--- src/rtl/mem_arbiter_if.sv ---
`default_nettype none
// +--------------------------------------------------------------------------+
// | mem_arbiter_if                                                           |
// | Fetch port, load/store port and memory bus of the two-way arbiter.       |
// | Rev 1.0                                                                  |
// +--------------------------------------------------------------------------+
interface mem_arbiter_if #(
  parameter int AW = 32,
  parameter int DW = 32
);
  logic          i_req;
  logic [AW-1:0] i_addr;
  logic [DW-1:0] i_rdata;
  logic          i_ack;

  logic          d_req;
  logic          d_we;
  logic [AW-1:0] d_addr;
  logic [DW-1:0] d_wdata;
  logic [DW-1:0] d_rdata;
  logic          d_ack;
  logic          err;

  logic          mem_req;
  logic          mem_we;
  logic [AW-1:0] mem_addr;
  logic [DW-1:0] mem_wdata;
  logic [DW-1:0] mem_rdata;
  logic          mem_ready;

  modport slave (
    input  i_req, i_addr,
    output i_rdata, i_ack,
    input  d_req, d_we, d_addr, d_wdata,
    output d_rdata, d_ack, err,
    output mem_req, mem_we, mem_addr, mem_wdata,
    input  mem_rdata, mem_ready
  );

  modport master (
    output i_req, i_addr,
    input  i_rdata, i_ack,
    output d_req, d_we, d_addr, d_wdata,
    input  d_rdata, d_ack, err,
    input  mem_req, mem_we, mem_addr, mem_wdata,
    output mem_rdata, mem_ready
  );
endinterface
`default_nettype wire

--- src/rtl/mem_arbiter.sv ---
`default_nettype none
// +--------------------------------------------------------------------------+
// | mem_arbiter                                                              |
// | Round-robin fetch/data arbiter onto one single-port memory; the          |
// | ARB_TIMEOUT_EN macro compiles in a watchdog that aborts hung accesses.   |
// | Rev 1.0                                                                  |
// +--------------------------------------------------------------------------+
module mem_arbiter #(
  parameter int AW             = 32,
  parameter int DW             = 32,
  parameter int TIMEOUT_CYCLES = 255
) (
  input  logic         clk,
  input  logic         reset,
  mem_arbiter_if.slave bus
);

  if (TIMEOUT_CYCLES < 1 || TIMEOUT_CYCLES > 255) begin : g_timeout_range
    $error("mem_arbiter: TIMEOUT_CYCLES must be in 1..255");
  end

  typedef enum logic [1:0] {
    IDLE   = 2'd0,
    BUSY_I = 2'd1,
    BUSY_D = 2'd2,
    RESP   = 2'd3
  } state_t;

  state_t        state_q, state_d;
  logic          last_q, last_d;
  logic          mem_req_q, mem_req_d;
  logic          mem_we_q, mem_we_d;
  logic [AW-1:0] mem_addr_q, mem_addr_d;
  logic [DW-1:0] mem_wdata_q, mem_wdata_d;
  logic [DW-1:0] i_rdata_q, i_rdata_d;
  logic [DW-1:0] d_rdata_q, d_rdata_d;
  logic          i_ack_q, i_ack_d;
  logic          d_ack_q, d_ack_d;
  logic          err_q, err_d;
  logic          pick_data;
  logic          timeout;

`ifdef ARB_TIMEOUT_EN
  logic [7:0]    wdog_q, wdog_d;
  // Fires in the busy cycle whose count would reach the limit.
  assign timeout = (({1'b0, wdog_q} + 9'd1) == 9'(TIMEOUT_CYCLES));
`else
  assign timeout = 1'b0;
`endif

  always_comb begin
    state_d     = state_q;
    last_d      = last_q;
    mem_req_d   = mem_req_q;
    mem_we_d    = mem_we_q;
    mem_addr_d  = mem_addr_q;
    mem_wdata_d = mem_wdata_q;
    i_rdata_d   = i_rdata_q;
    d_rdata_d   = d_rdata_q;
    i_ack_d     = 1'b0;
    d_ack_d     = 1'b0;
    err_d       = 1'b0;
`ifdef ARB_TIMEOUT_EN
    wdog_d      = wdog_q;
`endif
    // last_q = 1 means data was served last, so a tie then goes to fetch.
    pick_data   = bus.d_req & ~(bus.i_req & last_q);

    case (state_q)
      IDLE: begin
        if (bus.i_req | bus.d_req) begin
          state_d    = pick_data ? BUSY_D : BUSY_I;
          last_d     = pick_data;
          mem_req_d  = 1'b1;
          mem_we_d   = pick_data & bus.d_we;
          mem_addr_d = pick_data ? bus.d_addr : bus.i_addr;
          if (pick_data) begin
            mem_wdata_d = bus.d_wdata;
          end
`ifdef ARB_TIMEOUT_EN
          wdog_d = 8'd0;
`endif
        end
      end
      BUSY_I, BUSY_D: begin
        if (bus.mem_ready || timeout) begin
          state_d   = RESP;
          mem_req_d = 1'b0;
          mem_we_d  = 1'b0;
          err_d     = ~bus.mem_ready;
          if (state_q == BUSY_D) begin
            d_ack_d   = 1'b1;
            d_rdata_d = bus.mem_ready ? bus.mem_rdata : '0;
          end else begin
            i_ack_d   = 1'b1;
            i_rdata_d = bus.mem_ready ? bus.mem_rdata : '0;
          end
        end
`ifdef ARB_TIMEOUT_EN
        else begin
          wdog_d = wdog_q + 8'd1;
        end
`endif
      end
      RESP: begin
        state_d = IDLE;
      end
      default: begin
        state_d = IDLE;
      end
    endcase
  end

  always_ff @(posedge clk or posedge reset) begin
    if (reset) begin
      state_q     <= IDLE;
      last_q      <= 1'b0;
      mem_req_q   <= 1'b0;
      mem_we_q    <= 1'b0;
      mem_addr_q  <= '0;
      mem_wdata_q <= '0;
      i_rdata_q   <= '0;
      d_rdata_q   <= '0;
      i_ack_q     <= 1'b0;
      d_ack_q     <= 1'b0;
      err_q       <= 1'b0;
`ifdef ARB_TIMEOUT_EN
      wdog_q      <= 8'd0;
`endif
    end else begin
      state_q     <= state_d;
      last_q      <= last_d;
      mem_req_q   <= mem_req_d;
      mem_we_q    <= mem_we_d;
      mem_addr_q  <= mem_addr_d;
      mem_wdata_q <= mem_wdata_d;
      i_rdata_q   <= i_rdata_d;
      d_rdata_q   <= d_rdata_d;
      i_ack_q     <= i_ack_d;
      d_ack_q     <= d_ack_d;
      err_q       <= err_d;
`ifdef ARB_TIMEOUT_EN
      wdog_q      <= wdog_d;
`endif
    end
  end

  assign bus.i_rdata   = i_rdata_q;
  assign bus.i_ack     = i_ack_q;
  assign bus.d_rdata   = d_rdata_q;
  assign bus.d_ack     = d_ack_q;
  assign bus.err       = err_q;
  assign bus.mem_req   = mem_req_q;
  assign bus.mem_we    = mem_we_q;
  assign bus.mem_addr  = mem_addr_q;
  assign bus.mem_wdata = mem_wdata_q;

endmodule
`default_nettype wire
--- src/flat_wrapper.sv ---
// flat-port wrapper written by rule: the top's interface ports become plain ports
module mem_arbiter_flat 
#(
  parameter int AW             = 32,
  parameter int DW             = 32,
  parameter int TIMEOUT_CYCLES = 255
)
  (clk, reset, bus_i_req, bus_i_addr, bus_i_rdata, bus_i_ack, bus_d_req, bus_d_we, bus_d_addr, bus_d_wdata, bus_d_rdata, bus_d_ack, bus_err, bus_mem_req, bus_mem_we, bus_mem_addr, bus_mem_wdata, bus_mem_rdata, bus_mem_ready);
  mem_arbiter_if #(.AW(AW), .DW(DW)) bus_i ();
  input  logic clk;
  input  logic reset;
  input wire logic [$bits(bus_i.i_req)-1:0] bus_i_req;
  input wire logic [$bits(bus_i.i_addr)-1:0] bus_i_addr;
  output wire logic [$bits(bus_i.i_rdata)-1:0] bus_i_rdata;
  output wire logic [$bits(bus_i.i_ack)-1:0] bus_i_ack;
  input wire logic [$bits(bus_i.d_req)-1:0] bus_d_req;
  input wire logic [$bits(bus_i.d_we)-1:0] bus_d_we;
  input wire logic [$bits(bus_i.d_addr)-1:0] bus_d_addr;
  input wire logic [$bits(bus_i.d_wdata)-1:0] bus_d_wdata;
  output wire logic [$bits(bus_i.d_rdata)-1:0] bus_d_rdata;
  output wire logic [$bits(bus_i.d_ack)-1:0] bus_d_ack;
  output wire logic [$bits(bus_i.err)-1:0] bus_err;
  output wire logic [$bits(bus_i.mem_req)-1:0] bus_mem_req;
  output wire logic [$bits(bus_i.mem_we)-1:0] bus_mem_we;
  output wire logic [$bits(bus_i.mem_addr)-1:0] bus_mem_addr;
  output wire logic [$bits(bus_i.mem_wdata)-1:0] bus_mem_wdata;
  input wire logic [$bits(bus_i.mem_rdata)-1:0] bus_mem_rdata;
  input wire logic [$bits(bus_i.mem_ready)-1:0] bus_mem_ready;
  assign bus_i.i_req = bus_i_req;
  assign bus_i.i_addr = bus_i_addr;
  assign bus_i_rdata = bus_i.i_rdata;
  assign bus_i_ack = bus_i.i_ack;
  assign bus_i.d_req = bus_d_req;
  assign bus_i.d_we = bus_d_we;
  assign bus_i.d_addr = bus_d_addr;
  assign bus_i.d_wdata = bus_d_wdata;
  assign bus_d_rdata = bus_i.d_rdata;
  assign bus_d_ack = bus_i.d_ack;
  assign bus_err = bus_i.err;
  assign bus_mem_req = bus_i.mem_req;
  assign bus_mem_we = bus_i.mem_we;
  assign bus_mem_addr = bus_i.mem_addr;
  assign bus_mem_wdata = bus_i.mem_wdata;
  assign bus_i.mem_rdata = bus_mem_rdata;
  assign bus_i.mem_ready = bus_mem_ready;
  mem_arbiter #(.AW(AW), .DW(DW), .TIMEOUT_CYCLES(TIMEOUT_CYCLES)) u_core (.clk(clk), .reset(reset), .bus(bus_i));
endmodule
--- config.mk ---
export PLATFORM = sky130hd
export DESIGN_NAME = mem_arbiter_flat
export DESIGN_NICKNAME = d
export VERILOG_FILES = /design/src/rtl/mem_arbiter_if.sv /design/src/rtl/mem_arbiter.sv /design/src/flat_wrapper.sv
export SDC_FILE = /design/constraint.sdc
export NUM_CORES = 1
export LEC_CHECK = 0
export BUFFER_PORTS_ARGS = -buffer_cell sky130_fd_sc_hd__buf_4
export CAP_MARGIN = 15
export CORE_ASPECT_RATIO = 1.4
export CORE_MARGIN = 5
export CORE_UTILIZATION = 48
export CTS_BUF_LIST = sky130_fd_sc_hd__clkbuf_2 sky130_fd_sc_hd__clkbuf_4 sky130_fd_sc_hd__clkbuf_8
export DETAILED_ROUTE_END_ITERATION = 7
export PLACE_DENSITY = 0.84
export REMOVE_ABC_BUFFERS = 1
export SYNTH_ARGS = -nofsm -noshare
export SYNTH_HDL_FRONTEND = slang
export SYNTH_SLANG_ARGS = --single-unit
--- constraint.sdc ---
create_clock -name clk -period 5.37 [get_ports clk]
set_clock_uncertainty 0.1 [all_clocks]
set_input_delay 0.8055 -clock clk [delete_from_list [all_inputs] [get_ports clk]]
set_output_delay 0.8055 -clock clk [all_outputs]
set_load 0.1 [all_outputs]
==> flow_summary.toml, run 1 <==
[outcome]
status = "completed"

[critical_path]
worstSetupPathType = "input port to flop"
endpoint_kind = "flop"
cp.required_ps = 5580
reg2regPathDepth = 3
worstPathMaxFanout = 36
cp.arrival_ps = 3040
endpoint = "u_core.bus.mem_wdata[4]$_DFFE_PP0P_"
ff2ff_setup_slack_ps = 2610
start_kind = "input port"
startpoint = "bus_i_req"
r2r_end = "u_core.bus.mem_wdata[4]$_DFFE_PP0P_"
reg2reg_from = "u_core.last_q$_DFFE_PP0P_"

[global_route]
globalRouteOverflowTotal = 0
grt_pass1_wl_mm = 23.1
grtUsageTotal_pct = 22.1
antenna_found_initial = 1
grt_pass1_vias = 4532
grt_max_degree = 67

[placement]
place_congestion = 0.795
portBuffers = 265
dpl.hpwl_mm = 11.3
place_area_mm2 = 0.00751

[detailed_routing]
drt_iter0_markers = 79
drt_pass1_iterations = 4
wl_mm = 14.8
wire_per_inst_um = 17.7
vias = 4133
via_per_inst = 4.96
drc = 0
antenna_left = 0

[cells_and_area]
diodes = 0
synthToLayoutAreaGrowth_pct = 45.8
num-nets-final = 815
drive_gt1_share_pct = 57.0
stdcell_area_mm2 = 0.00794

[clock_network]
cts_resized = 0
ctsHtreeMaxLevel = 4
cts_tree = "built"
cts_root_buf = "clkbuf_8"
postCtsHoldBufs = 0
clock_path_buffers = 2
numCtsBuffers = 17
post-cts-setup-buffer-count = 0
cts_num_sinks = 135
clk_latency_ps = 420
clk_pin_slew_ps = 80

[floorplanning]
die_w_um = 100
die_area_mm2 = 0.0136
ioPinCount = 267
coreArea_mm2 = 0.0112
start_util_pct = 48.5
rows = 46
fp.dieH_um = 136

[logic_synthesis]
synth-async-reset-ratio_pct = 100
yosysTopAreaCell = "dfrtp_1"
synth_enable_flop_cells = 0
syn_area_mm2 = 0.00545
ys_top_cells_by_area = "dfrtp_1, mux2_2, mux2_4, nand2_1, a31oi_1"
syn_inst = 415
synthMuxAreaShare_pct = 21.8
synth.top_cell.area_share_pct = 62.0
synth_common_cells = "dfrtp_1, mux2_2, nand2_1"
synth-xor-area-share_pct = 0
yosys_warnings = 0
yosysMostFrequentCell = "dfrtp_1"
ys_seq_area_share_pct = 62.0
synthDistinctLibCells = 26
ys.flop_type = "dfrtp_1"
synth_top_family_by_area = "multiplexers"
synth_fa_ha_area_share_pct = 0.689
synth_area_per_cell_um2 = 13.1
synth_simple_gate_area_share_pct = 7.15
synth_compound_area_share_pct = 5.15
synth_seq_cells = 135

[timing]
setup_violations = 0
worst_pin_slew_ps = 1050
hold_ws_ps = 299
final-hold-violation-count = 0
period_needed_ps = 2830
fmax_mhz = 353
slew_violations = 0
tns_ps = 0
finalCritPeriodShare_pct = 52.7
slew_headroom_pct = 29.8
rsz0062_at_grt = "false"

[job]
maxCapViolations = 0

[min_path]
worstHoldPathType = "input port to asynchronous set/reset pin"
==> state kept, by name, indices dropped and copies added, names as in the netlist <==
signal,flops
u_core.bus.d_rdata,32
u_core.bus.i_rdata,32
u_core.bus.d_ack,1
u_core.bus.mem_we,1
u_core.bus.mem_wdata,32
u_core.bus.i_ack,1
u_core.last_q,1
u_core.state_q,2
u_core.bus.mem_req,1
u_core.bus.mem_addr,32
==> worst min path at each step <==
stage	start	end	slack, ps	depth (start not counted)
3_3_place_gp	u_core.bus.mem_wdata[5]$_DFFE_PP0P_	u_core.bus.mem_wdata[5]$_DFFE_PP0P_	380	1
5_1_grt	reset	u_core.bus.i_rdata[11]$_DFFE_PP0P_	300	2
6_report	reset	u_core.bus.i_rdata[25]$_DFFE_PP0P_	300	2
2_1_floorplan	u_core.state_q[0]$_DFFE_PP0P_	u_core.state_q[0]$_DFFE_PP0P_	380	1
4_1_cts	reset	u_core.bus.i_rdata[11]$_DFFE_PP0P_	280	2
3_5_place_dp	u_core.bus.mem_wdata[0]$_DFFE_PP0P_	u_core.bus.mem_wdata[0]$_DFFE_PP0P_	390	1
==> layer usage <==
| layer | up-vias | GRT usage (%) | wire [µm] |
|---|---|---|---|
| met5 | - | 0 | 20 |
| met4 | 2 | 9.96 | 473 |
| met3 | 35 | 7.29 | 1190 |
| met2 | 188 | 40.0 | 8180 |
| met1 | 1970 | 23.0 | 4930 |
| li1 | 1938 | - | - |
==> through the flow <==
stage / setup slack (ps) / std cells / utilization [%]
after global routing: 2410 / 834 / 70.7
after global placement: 2230 / 803 / 67.0
after detailed placement: 2110 / 803 / 67.0
after CTS: 2580 / 834 / 70.7
after floorplan: 853 / 391 / -
final: 2540 / 834 / 70.7
==> cell usage in the layout, fill, tap and decap left out, types with 2 or more instances in the layout <==
master      synthesis  final
a21oi_1             2      2
a31oi_1            33     33
buf_4               1    268
bufinv_16           0      3
clkbuf_8            0     20
clkinv_2            0      2
clkinvlp_4          0      4
dfrtp_1           135    135
ha_1                3      3
inv_1              10      9
mux2_1              9      9
mux2_2             68     68
mux2_4             20     20
mux2i_1             2      2
nand2_1            64     64
nor2_1             33     33
o22ai_1             2      2
==> area by class of cell <==
| class | count | area, µm² |
|---|---|---|
| multi-input combinational | 246 | 1900 |
| clock inverter | 11 | 148 |
| sequential | 135 | 3380 |
| tap | 144 | 180 |
| clock buffer | 20 | 275 |
| fill | 778 | 3290 |
| inverter | 10 | 40.0 |
| timing repair buffer | 268 | 2010 |
==> critical path, stage by stage <==
cell and delay [ps]:
buf_4 130, a21boi_4 720, nand2_2 790, mux2_1 580
==> cells by family after synthesis <==
kind of cell	count (synthesis)
fa+ha+maj	3
simple gates	101
buf+inv	34
mux	99
compound gates	42
other cells	1
flops	135
Power of run 1 is not shown: default switching activity piles up to over one toggle a cycle in this logic, so the estimate is an artifact.
==> run 2: changes to the inputs <==
--- a/config.mk
+++ b/config.mk
@@ -9,10 +9,10 @@
 export CAP_MARGIN = 15
 export CORE_ASPECT_RATIO = 1.4
 export CORE_MARGIN = 5
-export CORE_UTILIZATION = 48
+export CORE_UTILIZATION = 43
 export CTS_BUF_LIST = sky130_fd_sc_hd__clkbuf_2 sky130_fd_sc_hd__clkbuf_4 sky130_fd_sc_hd__clkbuf_8
 export DETAILED_ROUTE_END_ITERATION = 7
-export PLACE_DENSITY = 0.84
+export PLACE_DENSITY = 0.8
 export REMOVE_ABC_BUFFERS = 1
 export SYNTH_ARGS = -nofsm -noshare
 export SYNTH_HDL_FRONTEND = slang
==> constraint.sdc (replaced) <==
create_clock -name clk -period 2.45 [get_ports clk]
set_clock_uncertainty 0.1 [all_clocks]
set_input_delay 0.3675 -clock clk [delete_from_list [all_inputs] [get_ports clk]]
set_output_delay 0.3675 -clock clk [all_outputs]
set_load 0.1 [all_outputs]
==> flow_summary.toml, run 2 (same netlist as run 1, synthesis figures left out) <==
[outcome]
status = "completed"

[job]
maxCapViolations = 0

[detailed_routing]
wire_per_inst_um = 17.3
drt_iter0_markers = 128
vias = 4165
wl_mm = 14.6
drc = 0
drt_pass1_iterations = 4
via_per_inst = 4.93
antenna_left = 0

[floorplanning]
start_util_pct = 44.0
die_area_mm2 = 0.0150
ioPinCount = 267
fp.dieH_um = 143
coreArea_mm2 = 0.0124
die_w_um = 105
rows = 48

[placement]
place_inst = 813
place_area_mm2 = 0.00758
dpl.hpwl_mm = 11.0
place_congestion = 0.768
portBuffers = 265

[global_route]
met2_usage_pct = 34.6
antenna_found_initial = 0
grt-busiest-layer = "met2"
grt_pass1_vias = 4676
grtUsageTotal_pct = 19.7
grt_max_degree = 136
globalRouteOverflowTotal = 0
grt_pass1_wl_mm = 23.4
use_met3_pct = 6.78
globalRouteMet1Util_pct = 21.4

[cells_and_area]
diodes = 0
final_common_cell = "buf_4"
n_fill_cell = 1000
synthToLayoutAreaGrowth_pct = 47.4
drive_gt1_share_pct = 57.1
layout_common_cells = "buf_4, dfrtp_1, mux2_2"
num-nets-final = 819
final_cells = 845
stdcell_area_mm2 = 0.00803

[timing]
worst_pin_slew_ps = 688
fmax_mhz = 519
final-hold-violation-count = 0
slew_violations = 0
rsz0062_at_grt = "false"
slew_headroom_pct = 54.1
finalCritPeriodShare_pct = 78.7
period_needed_ps = 1930
setup_violations = 0

[clock_network]
clk_latency_ps = 410
cts_tree = "built"
numCtsBuffers = 17
cts_num_sinks = 135
ctsHtreeMaxLevel = 4
cts_root_buf = "clkbuf_8"
clock_path_buffers = 2
post-cts-setup-buffer-count = 0
postCtsHoldBufs = 0
clk_pin_slew_ps = 70
cts_resized = 0

[critical_path]
cp_top_family = "buffers and inverters"
start_kind = "flop"
cp.depth = 5
reg2regPathDepth = 5
slowest_delay_ps = 390
cp.required_ps = 2660
endpoint_kind = "flop"
worstSetupPathType = "flop to flop"
cp.arrival_ps = 2130
worstPathMaxFanout = 33
cp_slowest_cell = "mux2_2"
crit_chain = "inv_1 > ha_1 > nand3b_1 > buf_4 > mux2_2"
critPathBufInv = 2

[min_path]
worstHoldPathType = "input port to asynchronous set/reset pin"
## run 2: routing by layer
layer  up-vias  wire length [µm]  share of wire [%]
met5         -                 0                  0
met4         0               414                2.8
met3        31              1150                7.9
met2       181              7780                 53
met1      2004              5270                 36
li1       1949                 -                  -
## run 2: stage by stage
step | util, % | hold slack [ps] | setup WS (ps) | TNS [ps]
final | 64.9 | 49.6 | 522 | 0
after global routing | 64.9 | 6.23 | 432 | 0
after CTS | 64.9 | 16.2 | 519 | 0
after detailed placement | 61.3 | 382 | 530 | 0
after floorplan | - | 381 | -1630 | -219860
after global placement | 61.3 | 377 | 605 | 0
## run 2: cell type report
cell class                      instances  area, µm²  area share (%)
Sequential cell                       135       3380            42.1
Timing Repair Buffer                  272       2080            25.9
Multi-Input combinational cell        246       1900            23.7
Clock buffer                           19        249            3.10
Clock inverter                         13        193            2.40
Tap cell                              150        188            2.34
Inverter                               10       40.0           0.499
## run 2: worst paths after layout
kind                                                      from                                   to  slack, ps
setup / recovery                 u_core.state_q[0]$_DFFE_PP0P_    u_core.bus.i_rdata[7]$_DFFE_PP0P_        520
hold / removal                                           reset   u_core.bus.i_rdata[19]$_DFFE_PP0P_         50
min in group clk                                bus_d_wdata[2]  u_core.bus.mem_wdata[2]$_DFFE_PP0P_         50
max in group asynchronous                                reset   u_core.bus.mem_addr[1]$_DFFE_PP0P_       1730
setup reg to reg                 u_core.state_q[0]$_DFFE_PP0P_    u_core.bus.i_rdata[7]$_DFFE_PP0P_        520
hold reg to reg            u_core.bus.mem_wdata[1]$_DFFE_PP0P_  u_core.bus.mem_wdata[1]$_DFFE_PP0P_        400
## run 2: worst register-to-register path, delay by kind of cell, from the launching register on
kind,cells,cell delay [ps]
adder cells (fa/ha/maj),1,380
buffers and inverters,2,460
flip-flops,1,350
multiplexers,1,410
AND/OR/NAND/NOR,1,120
Power of run 2 is left out for the same reason.
